==> config.mk <==
export PLATFORM = sky130hd
export DESIGN_NAME = plot_sweep_controller_flat
export DESIGN_NICKNAME = d
export VERILOG_FILES = /design/src/rtl/plot_pkg.sv /design/src/rtl/plot_sweep_controller_if.sv /design/src/rtl/plot_row_mapper.sv /design/src/rtl/plot_sweep_controller.sv /design/src/flat_wrapper.sv
export SDC_FILE = /design/constraint.sdc
export NUM_CORES = 1
export LEC_CHECK = 0
export ABC_AREA = 1
export CAP_MARGIN = 20
export CORE_ASPECT_RATIO = 1.2
export CORE_MARGIN = 1.5
export CORE_UTILIZATION = 50
export CTS_CLUSTER_SIZE = 16
export DETAILED_ROUTE_END_ITERATION = 10
export PLACE_DENSITY_LB_ADDON = 0.1
export SYNTH_ARGS = -nofsm -noshare
export SYNTH_HDL_FRONTEND = slang
export SYNTH_SLANG_ARGS = --single-unit
==> constraint.sdc <==
create_clock -name clk -period 2 [get_ports clk]
set_input_delay 0.4 -clock clk [delete_from_list [all_inputs] [get_ports clk]]
set_output_delay 0.4 -clock clk [all_outputs]
set_load 0.05 [all_outputs]
==> src/rtl/plot_pkg.sv <==
// Shared definitions for the plot sweep controller: fixed-point and screen
// defaults plus the sequencer state encoding.
package plot_pkg;

  localparam int DEF_INTEGER_PART_WIDTH    = 8;
  localparam int DEF_FRACTIONAL_PART_WIDTH = 8;
  localparam int DEF_NUMBER_WIDTH          = DEF_INTEGER_PART_WIDTH + DEF_FRACTIONAL_PART_WIDTH;

  localparam int DEF_SCREEN_WIDTH  = 640;
  localparam int DEF_SCREEN_HEIGHT = 480;
  localparam int DEF_X_WIDTH       = 10;
  localparam int DEF_Y_WIDTH       = 9;
  localparam int DEF_Y_CENTER      = 240;

  // x of column 0 is -20.0, each column steps by 1/16
  localparam logic [DEF_NUMBER_WIDTH-1:0] DEF_X_START = 16'hEC00;
  localparam logic [DEF_NUMBER_WIDTH-1:0] DEF_X_STEP  = 16'h0010;

  typedef enum logic [2:0] {
    IDLE,
    CLEAR,
    EVAL_START,
    EVAL_WAIT,
    WRITE,
    NEXT,
    DONE
  } plotState_t;

endpackage

==> src/rtl/plot_sweep_controller_if.sv <==
// Evaluator and framebuffer signals seen by the sweep controller. The master
// side is the controller; the slave side is the evaluator/framebuffer pair.
interface plot_sweep_controller_if
  import plot_pkg::*;
#(
  parameter int NUMBER_WIDTH = DEF_NUMBER_WIDTH,
  parameter int X_WIDTH      = DEF_X_WIDTH,
  parameter int Y_WIDTH      = DEF_Y_WIDTH
) ();

  logic                    eval_start;
  logic [NUMBER_WIDTH-1:0] eval_x;
  logic                    eval_done;
  logic                    eval_error;
  logic [NUMBER_WIDTH-1:0] eval_result;

  logic                    fb_valid;
  logic                    fb_ready;
  logic [X_WIDTH-1:0]      fb_x;
  logic [Y_WIDTH-1:0]      fb_y;
  logic                    fb_color;

  modport master (
    output eval_start, eval_x,
    input  eval_done, eval_error, eval_result,
    output fb_valid, fb_x, fb_y, fb_color,
    input  fb_ready
  );

  modport slave (
    input  eval_start, eval_x,
    output eval_done, eval_error, eval_result,
    input  fb_valid, fb_x, fb_y, fb_color,
    output fb_ready
  );

endinterface

==> src/rtl/plot_row_mapper.sv <==
// Maps the signed integer part of an evaluation result to a screen row
// (row = Y_CENTER - r) and flags whether a pixel should be drawn.
module plot_row_mapper
  import plot_pkg::*;
#(
  parameter int INT_WIDTH     = DEF_INTEGER_PART_WIDTH,
  parameter int Y_WIDTH       = DEF_Y_WIDTH,
  parameter int SCREEN_HEIGHT = DEF_SCREEN_HEIGHT,
  parameter int Y_CENTER      = DEF_Y_CENTER
) (
  input  logic [INT_WIDTH-1:0] resultInt_i,
  input  logic                 error_i,
  output logic [Y_WIDTH-1:0]   row_o,
  output logic                 inRange_o
);

  // Two extra bits keep the subtraction exact for any row offset, so
  // rows above or below the screen are never aliased back onto it.
  localparam int ROW_WIDTH = Y_WIDTH + 2;
  localparam logic signed [ROW_WIDTH-1:0] CENTER = ROW_WIDTH'(Y_CENTER);
  localparam logic signed [ROW_WIDTH-1:0] HEIGHT = ROW_WIDTH'(SCREEN_HEIGHT);

  logic signed [ROW_WIDTH-1:0] resultExt;
  logic signed [ROW_WIDTH-1:0] rowFull;

  // Sign-extend the integer part and compute the row with its range check
  always_comb begin
    resultExt = {{(ROW_WIDTH-INT_WIDTH){resultInt_i[INT_WIDTH-1]}}, resultInt_i};
    rowFull   = CENTER - resultExt;
    row_o     = rowFull[Y_WIDTH-1:0];
    inRange_o = !error_i && !rowFull[ROW_WIDTH-1] && (rowFull < HEIGHT);
  end

endmodule

==> src/rtl/plot_sweep_controller.sv <==
// Sweep sequencer: clears the framebuffer, then evaluates f(x) once per
// column and writes one lit pixel at the mapped row when it is on screen.
module plot_sweep_controller
  import plot_pkg::*;
#(
  parameter int INTEGER_PART_WIDTH    = DEF_INTEGER_PART_WIDTH,
  parameter int FRACTIONAL_PART_WIDTH = DEF_FRACTIONAL_PART_WIDTH,
  parameter int NUMBER_WIDTH          = INTEGER_PART_WIDTH + FRACTIONAL_PART_WIDTH,
  parameter int SCREEN_WIDTH          = DEF_SCREEN_WIDTH,
  parameter int SCREEN_HEIGHT         = DEF_SCREEN_HEIGHT,
  parameter int X_WIDTH               = DEF_X_WIDTH,
  parameter int Y_WIDTH               = DEF_Y_WIDTH,
  parameter logic [NUMBER_WIDTH-1:0] X_START = DEF_X_START,
  parameter logic [NUMBER_WIDTH-1:0] X_STEP  = DEF_X_STEP,
  parameter int Y_CENTER              = DEF_Y_CENTER
) (
  input  logic clk,
  input  logic rst_n,
  input  logic plot_start,
  output logic plot_busy,
  output logic plot_done,
  plot_sweep_controller_if.master bus
);

  localparam logic [X_WIDTH-1:0] LAST_COL = X_WIDTH'(SCREEN_WIDTH - 1);
  localparam logic [Y_WIDTH-1:0] LAST_ROW = Y_WIDTH'(SCREEN_HEIGHT - 1);

  plotState_t              state_q, state_d;
  logic [X_WIDTH-1:0]      col_q, col_d;
  logic [X_WIDTH-1:0]      fbX_q, fbX_d;
  logic [Y_WIDTH-1:0]      fbY_q, fbY_d;
  logic [NUMBER_WIDTH-1:0] evalX_q, evalX_d;

  logic [Y_WIDTH-1:0]      mappedRow;
  logic                    mappedInRange;

  plot_row_mapper #(
    .INT_WIDTH     (INTEGER_PART_WIDTH),
    .Y_WIDTH       (Y_WIDTH),
    .SCREEN_HEIGHT (SCREEN_HEIGHT),
    .Y_CENTER      (Y_CENTER)
  ) rowMapper (
    .resultInt_i (bus.eval_result[FRACTIONAL_PART_WIDTH +: INTEGER_PART_WIDTH]),
    .error_i     (bus.eval_error),
    .row_o       (mappedRow),
    .inRange_o   (mappedInRange)
  );

  // State and datapath registers; reset returns everything to an idle, blank bus
  always_ff @(posedge clk) begin
    if (!rst_n) begin
      state_q <= IDLE;
      col_q   <= '0;
      fbX_q   <= '0;
      fbY_q   <= '0;
      evalX_q <= '0;
    end else begin
      state_q <= state_d;
      col_q   <= col_d;
      fbX_q   <= fbX_d;
      fbY_q   <= fbY_d;
      evalX_q <= evalX_d;
    end
  end

  // Next-state and datapath updates; fb_x/fb_y only move on a handshake or
  // outside the write states, so they stay stable while a write is stalled
  always_comb begin
    state_d = state_q;
    col_d   = col_q;
    fbX_d   = fbX_q;
    fbY_d   = fbY_q;
    evalX_d = evalX_q;

    case (state_q)
      IDLE: begin
        if (plot_start) begin
          state_d = CLEAR;
          fbX_d   = '0;
          fbY_d   = '0;
        end
      end

      CLEAR: begin
        if (bus.fb_ready) begin
          if (fbX_q == LAST_COL) begin
            fbX_d = '0;
            if (fbY_q == LAST_ROW) begin
              fbY_d   = '0;
              col_d   = '0;
              evalX_d = X_START;
              state_d = EVAL_START;
            end else begin
              fbY_d = fbY_q + Y_WIDTH'(1);
            end
          end else begin
            fbX_d = fbX_q + X_WIDTH'(1);
          end
        end
      end

      EVAL_START: state_d = EVAL_WAIT;

      EVAL_WAIT: begin
        if (bus.eval_done) begin
          fbX_d   = col_q;
          fbY_d   = mappedRow;
          state_d = mappedInRange ? WRITE : NEXT;
        end
      end

      WRITE: begin
        if (bus.fb_ready) state_d = NEXT;
      end

      NEXT: begin
        if (col_q == LAST_COL) begin
          state_d = DONE;
        end else begin
          col_d   = col_q + X_WIDTH'(1);
          evalX_d = evalX_q + X_STEP;
          state_d = EVAL_START;
        end
      end

      DONE: state_d = IDLE;

      default: state_d = IDLE;
    endcase
  end

  assign plot_busy      = (state_q != IDLE);
  assign plot_done      = (state_q == DONE);
  assign bus.eval_start = (state_q == EVAL_START);
  assign bus.eval_x     = evalX_q;
  assign bus.fb_valid   = (state_q == CLEAR) || (state_q == WRITE);
  assign bus.fb_color   = (state_q == WRITE);
  assign bus.fb_x       = fbX_q;
  assign bus.fb_y       = fbY_q;

endmodule

==> src/flat_wrapper.sv <==
// flat-port wrapper written by rule: the top's interface ports become plain ports
module plot_sweep_controller_flat import plot_pkg::*;
#(
  parameter int INTEGER_PART_WIDTH    = DEF_INTEGER_PART_WIDTH,
  parameter int FRACTIONAL_PART_WIDTH = DEF_FRACTIONAL_PART_WIDTH,
  parameter int NUMBER_WIDTH          = INTEGER_PART_WIDTH + FRACTIONAL_PART_WIDTH,
  parameter int SCREEN_WIDTH          = DEF_SCREEN_WIDTH,
  parameter int SCREEN_HEIGHT         = DEF_SCREEN_HEIGHT,
  parameter int X_WIDTH               = DEF_X_WIDTH,
  parameter int Y_WIDTH               = DEF_Y_WIDTH,
  parameter logic [NUMBER_WIDTH-1:0] X_START = DEF_X_START,
  parameter logic [NUMBER_WIDTH-1:0] X_STEP  = DEF_X_STEP,
  parameter int Y_CENTER              = DEF_Y_CENTER
)
  (clk, rst_n, plot_start, plot_busy, plot_done, bus_eval_start, bus_eval_x, bus_eval_done, bus_eval_error, bus_eval_result, bus_fb_valid, bus_fb_x, bus_fb_y, bus_fb_color, bus_fb_ready);
  plot_sweep_controller_if #(.NUMBER_WIDTH(NUMBER_WIDTH), .X_WIDTH(X_WIDTH), .Y_WIDTH(Y_WIDTH)) bus_i ();
  input  logic clk;
  input  logic rst_n;
  input  logic plot_start;
  output logic plot_busy;
  output logic plot_done;
  output wire logic [$bits(bus_i.eval_start)-1:0] bus_eval_start;
  output wire logic [$bits(bus_i.eval_x)-1:0] bus_eval_x;
  input wire logic [$bits(bus_i.eval_done)-1:0] bus_eval_done;
  input wire logic [$bits(bus_i.eval_error)-1:0] bus_eval_error;
  input wire logic [$bits(bus_i.eval_result)-1:0] bus_eval_result;
  output wire logic [$bits(bus_i.fb_valid)-1:0] bus_fb_valid;
  output wire logic [$bits(bus_i.fb_x)-1:0] bus_fb_x;
  output wire logic [$bits(bus_i.fb_y)-1:0] bus_fb_y;
  output wire logic [$bits(bus_i.fb_color)-1:0] bus_fb_color;
  input wire logic [$bits(bus_i.fb_ready)-1:0] bus_fb_ready;
  assign bus_eval_start = bus_i.eval_start;
  assign bus_eval_x = bus_i.eval_x;
  assign bus_i.eval_done = bus_eval_done;
  assign bus_i.eval_error = bus_eval_error;
  assign bus_i.eval_result = bus_eval_result;
  assign bus_fb_valid = bus_i.fb_valid;
  assign bus_fb_x = bus_i.fb_x;
  assign bus_fb_y = bus_i.fb_y;
  assign bus_fb_color = bus_i.fb_color;
  assign bus_i.fb_ready = bus_fb_ready;
  plot_sweep_controller #(.INTEGER_PART_WIDTH(INTEGER_PART_WIDTH), .FRACTIONAL_PART_WIDTH(FRACTIONAL_PART_WIDTH), .NUMBER_WIDTH(NUMBER_WIDTH), .SCREEN_WIDTH(SCREEN_WIDTH), .SCREEN_HEIGHT(SCREEN_HEIGHT), .X_WIDTH(X_WIDTH), .Y_WIDTH(Y_WIDTH), .X_START(X_START), .X_STEP(X_STEP), .Y_CENTER(Y_CENTER)) u_core (.clk(clk), .rst_n(rst_n), .plot_start(plot_start), .plot_busy(plot_busy), .plot_done(plot_done), .bus(bus_i));
endmodule
==> out/metrics.csv, run 1 <==
stage,metric,value,unit
clocking,CTS sink cnt,44,
floorplanning,IO Pins,62,
logic_synthesis,register area share after synthesis,0.2815,
drt,DRT antenna net count,0,
place,Placer Congestion,0.9043,
clocking,clk slew on worst S/H paths,0.09,ns
floorplanning,DIE WIDTH,75.22,um
global_route,GRT Residual Overflow,0,
clocking,CTS tree,built,
hold_path,worst hold path type,register to register,
global_route,first-pass GRT wire length,12880,um
floorplanning,Chip Height,89.66,um
place,PortBufs,49,
logic_synthesis,Synth Instances,507,
drt,# DRC,0,
global_route,largest net degree at the start of global routing,25,
clocking,H-tree levels,2,
drt,DR vias/cell,5.205,
global_route,initial antenna violation count,0,
sta,Tmin final,1.956,ns
power_and_ir_drop,Reg power frac,0.285,
logic_synthesis,Post-Syn Area,3129,um^2
power_and_ir_drop,Int Pwr,2108,uW
logic_synthesis,#FFs+latches synth,44,
power_and_ir_drop,total power,4004,uW
setup_path,critical path type,register to output port,
sta,Setup Skew,0.01015,ns
setup_path,WP buf/inv,1,
power_and_ir_drop,Clock power frac,0.171,
final_layout,layout cell share with drive strength beyond 1,0.1250,
final_layout,# fillers,584,
clocking,clock buffer depth,2,
place,HPWL Detailed,6121,um
power_and_ir_drop,LEAKAGE,0.001693,uW
setup_path,"slowest stage delay, CP",0.84,ns
logic_synthesis,Yosys warning total,0,
drt,1st-iter DRT viols,175,
floorplanning,Std-Cell Core Area,6051,um^2
global_route,Total GRT Usage,0.2458,
logic_synthesis,Cell variety after synth,37,
setup_path,CP startpoint kind,register,
drt,DRT Wirelength,8077,um
power_and_ir_drop,Net Sw Frac,0.4736,
setup_path,Top delay family on crit path,buffers and inverters,
logic_synthesis,Post-Syn Area per Cell,6.172,um^2
sta,Final period util,0.9779,
floorplanning,row cnt,31,
power_and_ir_drop,combinational power share,0.544,
clocking,cts hold-fix bufs,0,
sta,"Setup violations, final",0,
final_layout,fin nets,594,
clocking,Root Buffer,clkbuf_8,
setup_path,critical path endpoint category,output port,
sta,Worst Max-Slew Pin Slew,0.5097,ns
final_layout,# diodes,0,
sta,Fmax achieved,0.5113,GHz
sta,Final Hold Viols,0,
sta,Max transition margin,0.6591,
global_route,vias in the first global route,2944,
setup_path,critical path cell sequence,clkdlybuf4s50_1,
drt,DR pass1 iterations,4,
final_layout,"Core Util, Final",0.6505,
run_status,outcome,completed,
power_and_ir_drop,Switching Power,1896,uW
setup_path,Required @ worst endpoint,1.60,ns
floorplanning,Starting Density,0.5172,
setup_path,slowest CP cell,clkdlybuf4s50_1,
drt,detailed-route via count,3383,
setup_path,CP Max Fanout,5,
clocking,CTS buffer count,5,
drt,WL/cell,12.43,um
clocking,clk_lat worst skew,0.30,ns
power_and_ir_drop,Power Density,1017,nW/um^2
setup_path,Worst Path Arrival,1.56,ns
sta,final slew viol count,0,
final_layout,Area Growth Syn to Fin,25.79,%
power_and_ir_drop,Worst VDD drop,0.5901,mV
floorplanning,die area,6744,um^2
run,max cap viols,0,
==> power groups by stage <==
stage | logic, uW | clock network [uW] | registers (uW)
final | 2180 | 685 | 1140
after global routing | 2370 | 735 | 1160
after CTS | 2160 | 702 | 1140
after detailed placement | 2140 | 0 | 1160
after global placement | 2120 | 0 | 1160
after floorplan | 1330 | 0 | 1360
==> cell type report <==
class / instances / area, um^2 / share of cell area
Clock inverter: 2 / 35.03 / 0.008900
Inverter: 62 / 237.7 / 0.06039
Multi-Input combinational cell: 387 / 1904 / 0.4838
Sequential cell: 44 / 885.9 / 0.2250
Timing Repair Buffer: 67 / 698.2 / 0.1774
Clock buffer: 6 / 72.57 / 0.01844
Tap cell: 82 / 102.6 / 0.02606
==> synthesized netlist by cell type <==
library cell  instances  area [um^2]
nand2_4               2        22.52
or2_2                 3        18.77
nor3_1               13        65.06
clkbuf_1              6        22.52
xnor2_1               4        35.03
nor2_8                1        20.02
nor2_1               42        157.7
nor3_4                1        16.27
o21ai_1               2        10.01
a21oi_2               2        17.52
a21oi_4               1        16.27
buf_4                 6        45.04
nand3_1              43        215.2
conb_1                1        3.750
nor2_2                2        12.51
ha_1                  5        62.56
nand3_2               3        30.03
o21ai_0              17        85.08
o22ai_1               3        18.77
or2_1                 1        6.260
dfxtp_1              44        880.8
nand2_2               8        50.05
clkinv_4              1        8.760
inv_1                58        217.7
a22o_1                1        8.760
nand2_1             157        589.3
o21bai_1              4        30.03
inv_2                 3        11.26
nand4_1              15        93.84
a21o_1                1        7.510
nand3b_1              4        30.03
a21oi_1              41        205.2
buf_6                 4        45.04
nor2_4                2        22.52
a211oi_1              1        7.510
xor2_1                4        35.03
buf_2                 1        5.000
==> path summary, 6_finish.rpt <==
path                              from                  to  slack, ns  cells after the start
setup / recovery  u_core.bus.eval_x[8]       bus_eval_x[8]       0.04                      1
hold / removal      u_core.bus.fb_x[1]  u_core.bus.fb_x[1]       0.50                      2
hold reg to reg     u_core.bus.fb_x[1]  u_core.bus.fb_x[1]       0.50                      2
setup reg to reg    u_core.bus.fb_y[0]     u_core.col_q[1]       0.19                     10
==> cell families after synthesis <==
family / share of synthesized area
and+or+nand+nor: 0.4314
buffers and inverters: 0.1136
AOI/OAI and AO/OA: 0.1300
DFF: 0.2815
xor gates and xnor gates: 0.02239
adders and majority gates: 0.01999
other: 0.001198
==> worst register-to-register path, stage by stage, from the launching register on <==
cell	delay (ns)
dfxtp_2	0.38
ha_1	0.22
nand2_2	0.08
nor2_2	0.19
nand2_2	0.11
a21oi_4	0.17
nand3_2	0.19
buf_4	0.22
nand2_1	0.05
o21ai_0	0.07
nor2_1	0.08
==> layer usage <==
layer  track usage  vias up  routed length (um)
met4       0.09091        0                 186
met2        0.4690       79                4241
met5             0        -                   0
met3       0.03795       15                 303
li1              -     1748                   -
met1        0.2698     1541                3346
==> flip-flops by register name, summed over array words and instances (netlist names) <==
| signal | cells |
|---|---|
| u_core.bus.fb_y | 9 |
| u_core.bus.eval_x | 12 |
| u_core.state_q | 3 |
| u_core.bus.fb_x | 10 |
| u_core.col_q | 10 |
==> per-stage QoR <==
stage | cells | instance area, um^2 | setup TNS, ns | hold slack, ns | worst slack (ns)
after floorplan | 510 | 3146 | 0 | 0.4773 | 0.1363
after global placement | 640 | 3784 | 0 | 0.4787 | 0.1205
after detailed placement | 640 | 3784 | 0 | 0.4848 | 0.09699
after CTS | 649 | 3899 | 0 | 0.4986 | 0.007398
after global routing | 650 | 3936 | -0.002670 | 0.5140 | -0.002670
final | 650 | 3936 | 0 | 0.4963 | 0.04417
==> placed cells by master, fill, tap and decap left out, drive strengths merged <==
cell / count
dlymetal6s2s: 7
nand2: 167
nand4: 15
nor2: 47
clkdlybuf4s50: 29
bufinv: 1
a22o: 1
a21oi: 44
buf: 31
o21bai: 4
xor2: 4
a21o: 1
nand3: 46
o21ai: 19
dfxtp: 44
nor3: 14
clkbuf: 6
or2: 4
o22ai: 3
inv: 61
a211oi: 1
nand3b: 4
ha: 5
clkinv: 2
xnor2: 4
conb: 4
==> repair_timing <==
action                     in CTS  in global routing
pin swaps                       1                  1
buffers inserted                1                  1
hold endpoints to repair        0                  0
setup endpoints to repair       1                 11
resized for setup               0                  7
Note: power is estimated with default switching activity, not from simulation.
==> inputs of run 2 (changes only) <==
--- a/config.mk
+++ b/config.mk
@@ -9,9 +9,11 @@
 export CAP_MARGIN = 20
 export CORE_ASPECT_RATIO = 1.2
 export CORE_MARGIN = 1.5
-export CORE_UTILIZATION = 50
+export CORE_UTILIZATION = 47
 export CTS_CLUSTER_SIZE = 16
 export DETAILED_ROUTE_END_ITERATION = 10
+export GPL_ROUTABILITY_DRIVEN = 0
+export HOLD_SLACK_MARGIN = 0.02
 export PLACE_DENSITY_LB_ADDON = 0.1
 export SYNTH_ARGS = -nofsm -noshare
 export SYNTH_HDL_FRONTEND = slang
==> constraint.sdc (replaced) <==
create_clock -name clk -period 1.6 [get_ports clk]
set_input_delay 0.32 -clock clk [delete_from_list [all_inputs] [get_ports clk]]
set_output_delay 0.32 -clock clk [all_outputs]
set_load 0.05 [all_outputs]
==> run 2 against run 1 <==
  * The run now ends with setup timing left
  * Routed wire length rose by 26%
  * Global-route usage rose by 2.6 points
  * Sequential cell count did not move
  * Critical endpoint is now u_core.col_q[1]
  * Largest cell class unchanged
  * Largest power group unchanged
==> out/metrics.csv, run 2 (synthesis gave the netlist of run 1 again) <==
stage,metric,value,unit
hold_path,Min-Delay Startpoint,u_core.bus.fb_x[3],
clocking,clk_lat worst skew,0.30,ns
power_and_ir_drop,Power Density,1302,nW/um^2
setup_path,reg-to-reg startpoint,u_core.bus.fb_y[1],
setup_path,R2R setup slack,-0.03,ns
drt,# DRC,0,
drt,DRT Wirelength,10210,um
sta,setup ws final,-0.03229,ns
setup_path,Worst Path Arrival,1.87,ns
final_layout,"Design Area, Final",4886,um^2
power_and_ir_drop,Worst VDD drop,0.8826,mV
power_and_ir_drop,Clock power frac,0.120,
drt,DR pass1 iterations,6,
setup_path,worst reg2reg path endpoint,u_core.col_q[1],
setup_path,critical path type,register to register,
clocking,cts hold-fix bufs,0,
place,Post-Place Setup Slack,-0.1987,ns
clocking,clock buffer depth,2,
sta,Setup Skew,0.009431,ns
final_layout,Area Growth Syn to Fin,56.14,%
floorplanning,IO Pins,62,
setup_path,WP buf/inv,1,
drt,WL/cell,14.38,um
place,HPWL Detailed,6900,um
setup_path,Top delay family on crit path,simple AND/OR/NAND/NOR gates,
sta,Tmin final,1.632,ns
final_layout,# fillers,465,
sta,Final period util,1.020,
global_route,largest net degree at the start of global routing,39,
power_and_ir_drop,Int Pwr,3349,uW
global_route,initial antenna violation count,0,
clocking,Root Buffer,clkbuf_8,
floorplanning,Starting Density,0.4854,
hold_path,Hold EP,u_core.bus.fb_x[3],
power_and_ir_drop,Net Sw Frac,0.4738,
sta,Worst Max-Slew Pin Slew,0.5621,ns
sta,Fmax achieved,0.6126,GHz
drt,DR vias/cell,5.413,
clocking,CTS tree,built,
floorplanning,Chip Height,92.39,um
final_layout,fin nets,651,
drt,DRT antenna net count,0,
setup_path,critical path endpoint category,register,
final_layout,"Core Util, Final",0.7580,
floorplanning,DIE WIDTH,77.49,um
power_and_ir_drop,Switching Power,3015,uW
hold_path,WHS Path Cells,2,
clocking,CTS buffer count,5,
floorplanning,Std-Cell Core Area,6446,um^2
global_route,first-pass GRT wire length,15900,um
hold_path,worst hold path type,register to register,
setup_path,"slowest stage delay, CP",0.37,ns
sta,final slew viol count,0,
clocking,clk slew on worst S/H paths,0.09,ns
final_layout,"most common cell after layout, fill and taps aside",nand2_1,
sta,Final Hold Viols,0,
setup_path,R2R cell count,10,
clocking,H-tree levels,2,
final_layout,# diodes,0,
power_and_ir_drop,combinational power share,0.651,
run_status,failing checks,setup timing,
drt,1st-iter DRT viols,199,
setup_path,Required @ worst endpoint,1.84,ns
drt,detailed-route via count,3843,
sta,"Setup violations, final",12,
power_and_ir_drop,Reg power frac,0.229,
run,max cap viols,0,
power_and_ir_drop,LEAKAGE,0.002036,uW
sta,Max transition margin,0.6224,
final_layout,layout cell share with drive strength beyond 1,0.3248,
place,PortBufs,49,
global_route,Total GRT Usage,0.2721,
global_route,GRT Residual Overflow,0,
clocking,CTS sink cnt,44,
floorplanning,die area,7158,um^2
setup_path,CP Max Fanout,6,
setup_path,CP startpoint kind,register,
setup_path,critical path cell sequence,"ha_4, nand2_4, nor2_4, nand2_2, a21oi_4, nand3_4, buf_6, nand2_1, o21ai_2, nor2_1",
run_status,outcome,"finished, violations left",
place,"Cell Area, Placed",4424,um^2
global_route,vias in the first global route,3607,
floorplanning,row cnt,32,
final_layout,max reg flops,12,
setup_path,slowest CP cell,dfxtp_4,
final_layout,most frequent cells in the layout,"nand2_1, buf_4, inv_1, nand3_1",
setup_path,crit path launch,u_core.bus.fb_y[1],
sta,RSZ-0062 raised after global routing,true,
run 2: changes by cell type in the layout (fill, tap and decap cells not counted), sizes merged:
cell	delta
buf	+77
dlymetal6s2s	-7
nand2	+1
bufinv	-1
clkinv	-2
clkbuf	+1
nand3	+1
clkdlybuf4s50	-16
inv	+3
run 2: worst min-delay path: cells and delay by family, from the launching register on:
| kind | cells | cell delay (ns) |
|---|---|---|
| and+or+nand+nor | 1 | 0.06 |
| DFF | 1 | 0.35 |
| AOI/OAI and AO/OA | 1 | 0.05 |
run 2: final cells by class:
cell class / count / area [um^2] / area share
Clock buffer: 7 / 86.33 / 0.01767
Multi-Input combinational cell: 389 / 2148 / 0.4397
Tap cell: 85 / 106.4 / 0.02177
Timing Repair Buffer: 121 / 1349 / 0.2761
Clock inverter: 1 / 6.256 / 0.001280
Inverter: 62 / 250.2 / 0.05122
Sequential cell: 44 / 933.4 / 0.1910
Timing Repair inverter: 1 / 6.256 / 0.001280
run 2: routing by layer:
metal	up-vias	track usage	routed length (um)
met4	0	0.08788	273
met2	128	0.5285	5499
met3	29	0.03547	419
met5	-	0	0
li1	1877	-	-
met1	1809	0.3002	4020
run 2: metrics by stage:
step                power (uW)  hold slack, ns   TNS (ns)  instances
floorplan                 3430          0.4404    -0.2424        510
global placement          4656          0.4763     -4.049        685
detailed placement        4701          0.4800     -5.096        685
CTS                       5633          0.4944  -0.005094        700
global route              6687          0.5286     -1.928        710
finish                    6364          0.4927    -0.1067        710
run 2: power groups by stage:
stage	Clock, uW	Sequential, uW	Combinational (uW)
floorplan	0	1730	1700
global placement	0	1430	3220
detailed placement	0	1440	3260
CTS	767	1430	3440
global route	800	1470	4410
finish	763	1460	4140
run 2: how the worst max path moves through the flow:
stage | end | slack, ns | cells past startpoint
3_3_place_gp | u_core.bus.eval_x[11] | -0.16 | 7
6_report | u_core.col_q[1] | -0.03 | 10
5_1_grt | u_core.col_q[1] | -0.13 | 10
4_1_cts | u_core.col_q[1] | -0.005 | 9
2_1_floorplan | u_core.col_q[5] | -0.03 | 10
3_5_place_dp | u_core.bus.fb_y[6] | -0.20 | 10
run 2: timing repair:
action | CTS | global route
gates cloned | 1 | 2
endpoints found under the hold margin | 0 | 0
setup buffers | 6 | 8
pin swaps | 7 | 23
endpoints found under the setup margin | 23 | 45
resized for setup | 18 | 53
==> inputs of run 3 (changes only) <==
--- a/config.mk
+++ b/config.mk
@@ -6,6 +6,7 @@
 export NUM_CORES = 1
 export LEC_CHECK = 0
 export ABC_AREA = 1
+export ABC_CLOCK_PERIOD_IN_PS = 1600
 export CAP_MARGIN = 20
 export CORE_ASPECT_RATIO = 1.2
 export CORE_MARGIN = 1.5
@@ -15,6 +16,7 @@
 export GPL_ROUTABILITY_DRIVEN = 0
 export HOLD_SLACK_MARGIN = 0.02
 export PLACE_DENSITY_LB_ADDON = 0.1
+export SKIP_CTS_REPAIR_TIMING = 1
 export SYNTH_ARGS = -nofsm -noshare
 export SYNTH_HDL_FRONTEND = slang
 export SYNTH_SLANG_ARGS = --single-unit
==> run 3 against run 2 <==
  * The run still ends with setup timing left
  * Die area is the same
  * Final area down 0.64%
  * Sequential power hardly changed
  * Combinational power shrank 6.5%
  * Global-route usage down 1.3 points
  * Register-to-register slack about the same
  * Non-clock buffer count up 2
  * Via count shrank 1.6%
  * Setup slack got worse by 0.014 ns
  * Sequential share of layout area grew 0.12 points
  * Final cell count is 0.14% lower
  * Largest cell class unchanged
  * Highest routed layer unchanged
==> out/metrics.csv, run 3 (synthesis gave the netlist of run 1 again) <==
stage,metric,value,unit
hold_path,Hold EP,u_core.bus.fb_x[3],
drt,# DRC,0,
global_route,largest net degree at the start of global routing,39,
clocking,clk slew on worst S/H paths,0.09,ns
sta,final slew viol count,0,
final_layout,"most common cell after layout, fill and taps aside",nand2_1,
drt,WL/cell,14.15,um
place,PortBufs,49,
power_and_ir_drop,Int Pwr,3234,uW
final_layout,layout cell share with drive strength beyond 1,0.3333,
final_layout,max reg flops,12,
setup_path,critical path endpoint category,register,
sta,Tmin final,1.647,ns
sta,Final Hold Viols,0,
drt,DRT antenna net count,0,
final_layout,"Design Area, Final",4855,um^2
global_route,Total GRT Usage,0.2595,
floorplanning,Std-Cell Core Area,6446,um^2
sta,Setup Skew,0.007257,ns
drt,detailed-route via count,3781,
clocking,Root Buffer,clkbuf_8,
clocking,H-tree levels,2,
drt,DR pass1 iterations,5,
hold_path,Min-Delay Startpoint,u_core.bus.fb_x[3],
sta,Final period util,1.029,
clocking,clock buffer depth,2,
floorplanning,row cnt,32,
place,"Cell Area, Placed",4424,um^2
hold_path,WHS Path Cells,2,
power_and_ir_drop,Clock power frac,0.125,
run,max cap viols,0,
clocking,clk_lat worst skew,0.30,ns
sta,Setup TNS Final,-0.1660,ns
run_status,failing checks,setup timing,
global_route,initial antenna violation count,0,
power_and_ir_drop,Power Density,1254,nW/um^2
sta,RSZ-0062 raised after global routing,true,
final_layout,most frequent cells in the layout,"nand2_1, buf_4, inv_1, nand3_1, nor2_1",
power_and_ir_drop,Net Sw Frac,0.4689,
setup_path,reg-to-reg startpoint,u_core.state_q[1],
setup_path,R2R cell count,11,
power_and_ir_drop,LEAKAGE,0.002013,uW
setup_path,CP Max Fanout,7,
final_layout,Post-Layout Cell Count,709,
sta,Fmax achieved,0.6073,GHz
setup_path,critical path type,register to register,
floorplanning,Chip Height,92.39,um
clocking,CTS buffer count,5,
clocking,CTS tree,built,
floorplanning,Starting Density,0.4854,
global_route,vias in the first global route,3493,
clocking,CTS sink cnt,44,
setup_path,R2R setup slack,-0.05,ns
drt,1st-iter DRT viols,195,
sta,setup ws final,-0.04657,ns
sta,"Setup violations, final",10,
drt,DRT Wirelength,10030,um
global_route,first-pass GRT wire length,15190,um
place,HPWL Detailed,6900,um
power_and_ir_drop,combinational power share,0.635,
run_status,outcome,"finished, violations left",
global_route,GRT Residual Overflow,0,
setup_path,Required @ worst endpoint,1.79,ns
final_layout,Area Growth Syn to Fin,55.14,%
sta,Hold WS,0.4947,ns
hold_path,worst hold path type,register to register,
setup_path,CP startpoint kind,register,
final_layout,fin nets,650,
final_layout,# diodes,0,
floorplanning,IO Pins,62,
drt,DR vias/cell,5.333,
power_and_ir_drop,Reg power frac,0.239,
floorplanning,die area,7158,um^2
floorplanning,DIE WIDTH,77.49,um
power_and_ir_drop,Worst VDD drop,0.8673,mV
place,placed cell count,685,
setup_path,Worst Path Arrival,1.84,ns
setup_path,worst reg2reg path endpoint,u_core.bus.eval_x[9],
power_and_ir_drop,Switching Power,2855,uW
==> run 3: cell types whose count changed in the layout (fill, tap and decap cells not counted), sizes merged <==
cell   before  now
buf       108  110
inv        64   63
nand2     168  167
nand3      47   46
==> run 3: worst max path at each step <==
stage | slack [ns] | startpoint | depth (start not counted) | to
2_1_floorplan | -0.03 | u_core.bus.fb_y[1] | 10 | u_core.col_q[5]
3_3_place_gp | -0.16 | bus_fb_ready | 7 | u_core.bus.eval_x[11]
3_5_place_dp | -0.20 | bus_eval_result[8] | 10 | u_core.bus.fb_y[6]
4_1_cts | -0.14 | u_core.col_q[0] | 8 | u_core.bus.eval_x[10]
5_1_grt | -0.11 | u_core.state_q[1] | 10 | u_core.col_q[1]
6_report | -0.05 | u_core.state_q[1] | 11 | u_core.bus.eval_x[9]
==> run 3: routing by layer <==
layer	GRT usage	routed length, um	up-vias	part of all wire
met5	0	0	-	0
met4	0.07121	250	0	0.025
met3	0.03350	391	23	0.039
met2	0.5110	5403	121	0.54
li1	-	-	1862	-
met1	0.2857	3987	1775	0.40
==> run 3: worst max-delay path, cell delays in order (launching register included) <==
cell	delay, ns
dfxtp_2	0.35
inv_2	0.05
nand2_4	0.07
nor2_4	0.05
buf_6	0.12
buf_4	0.14
a21oi_4	0.21
nand3_4	0.16
buf_6	0.17
buf_6	0.11
nand2_2	0.05
a21oi_2	0.05
==> run 3: power by group through the flow <==
stage	clock network, uW	logic (uW)	registers, uW
after floorplan	0	1700	1730
after global placement	0	3220	1430
after detailed placement	0	3260	1440
after CTS	767	3270	1420
after global routing	800	4140	1480
final	762	3870	1460
==> run 3: metrics by stage <==
step	setup slack [ns]	util	power (uW)
after detailed placement	-0.1987	0.6863	4701
after global routing	-0.1130	0.7531	6418
after global placement	-0.1614	0.6863	4656
final	-0.04657	0.7531	6089
after floorplan	-0.02845	-	3430
after CTS	-0.1360	0.7007	5451
==> run 3: area by class of cell <==
cell class              instances  area, um^2
fillers                       479        1592
inverters                      62       247.7
flip-flops and latches         44       933.4
clock inverters                 1       6.256
clock buffers                   7       86.33
well taps                      85       106.4
multi-input cells             387        2122
repair buffers                123        1353
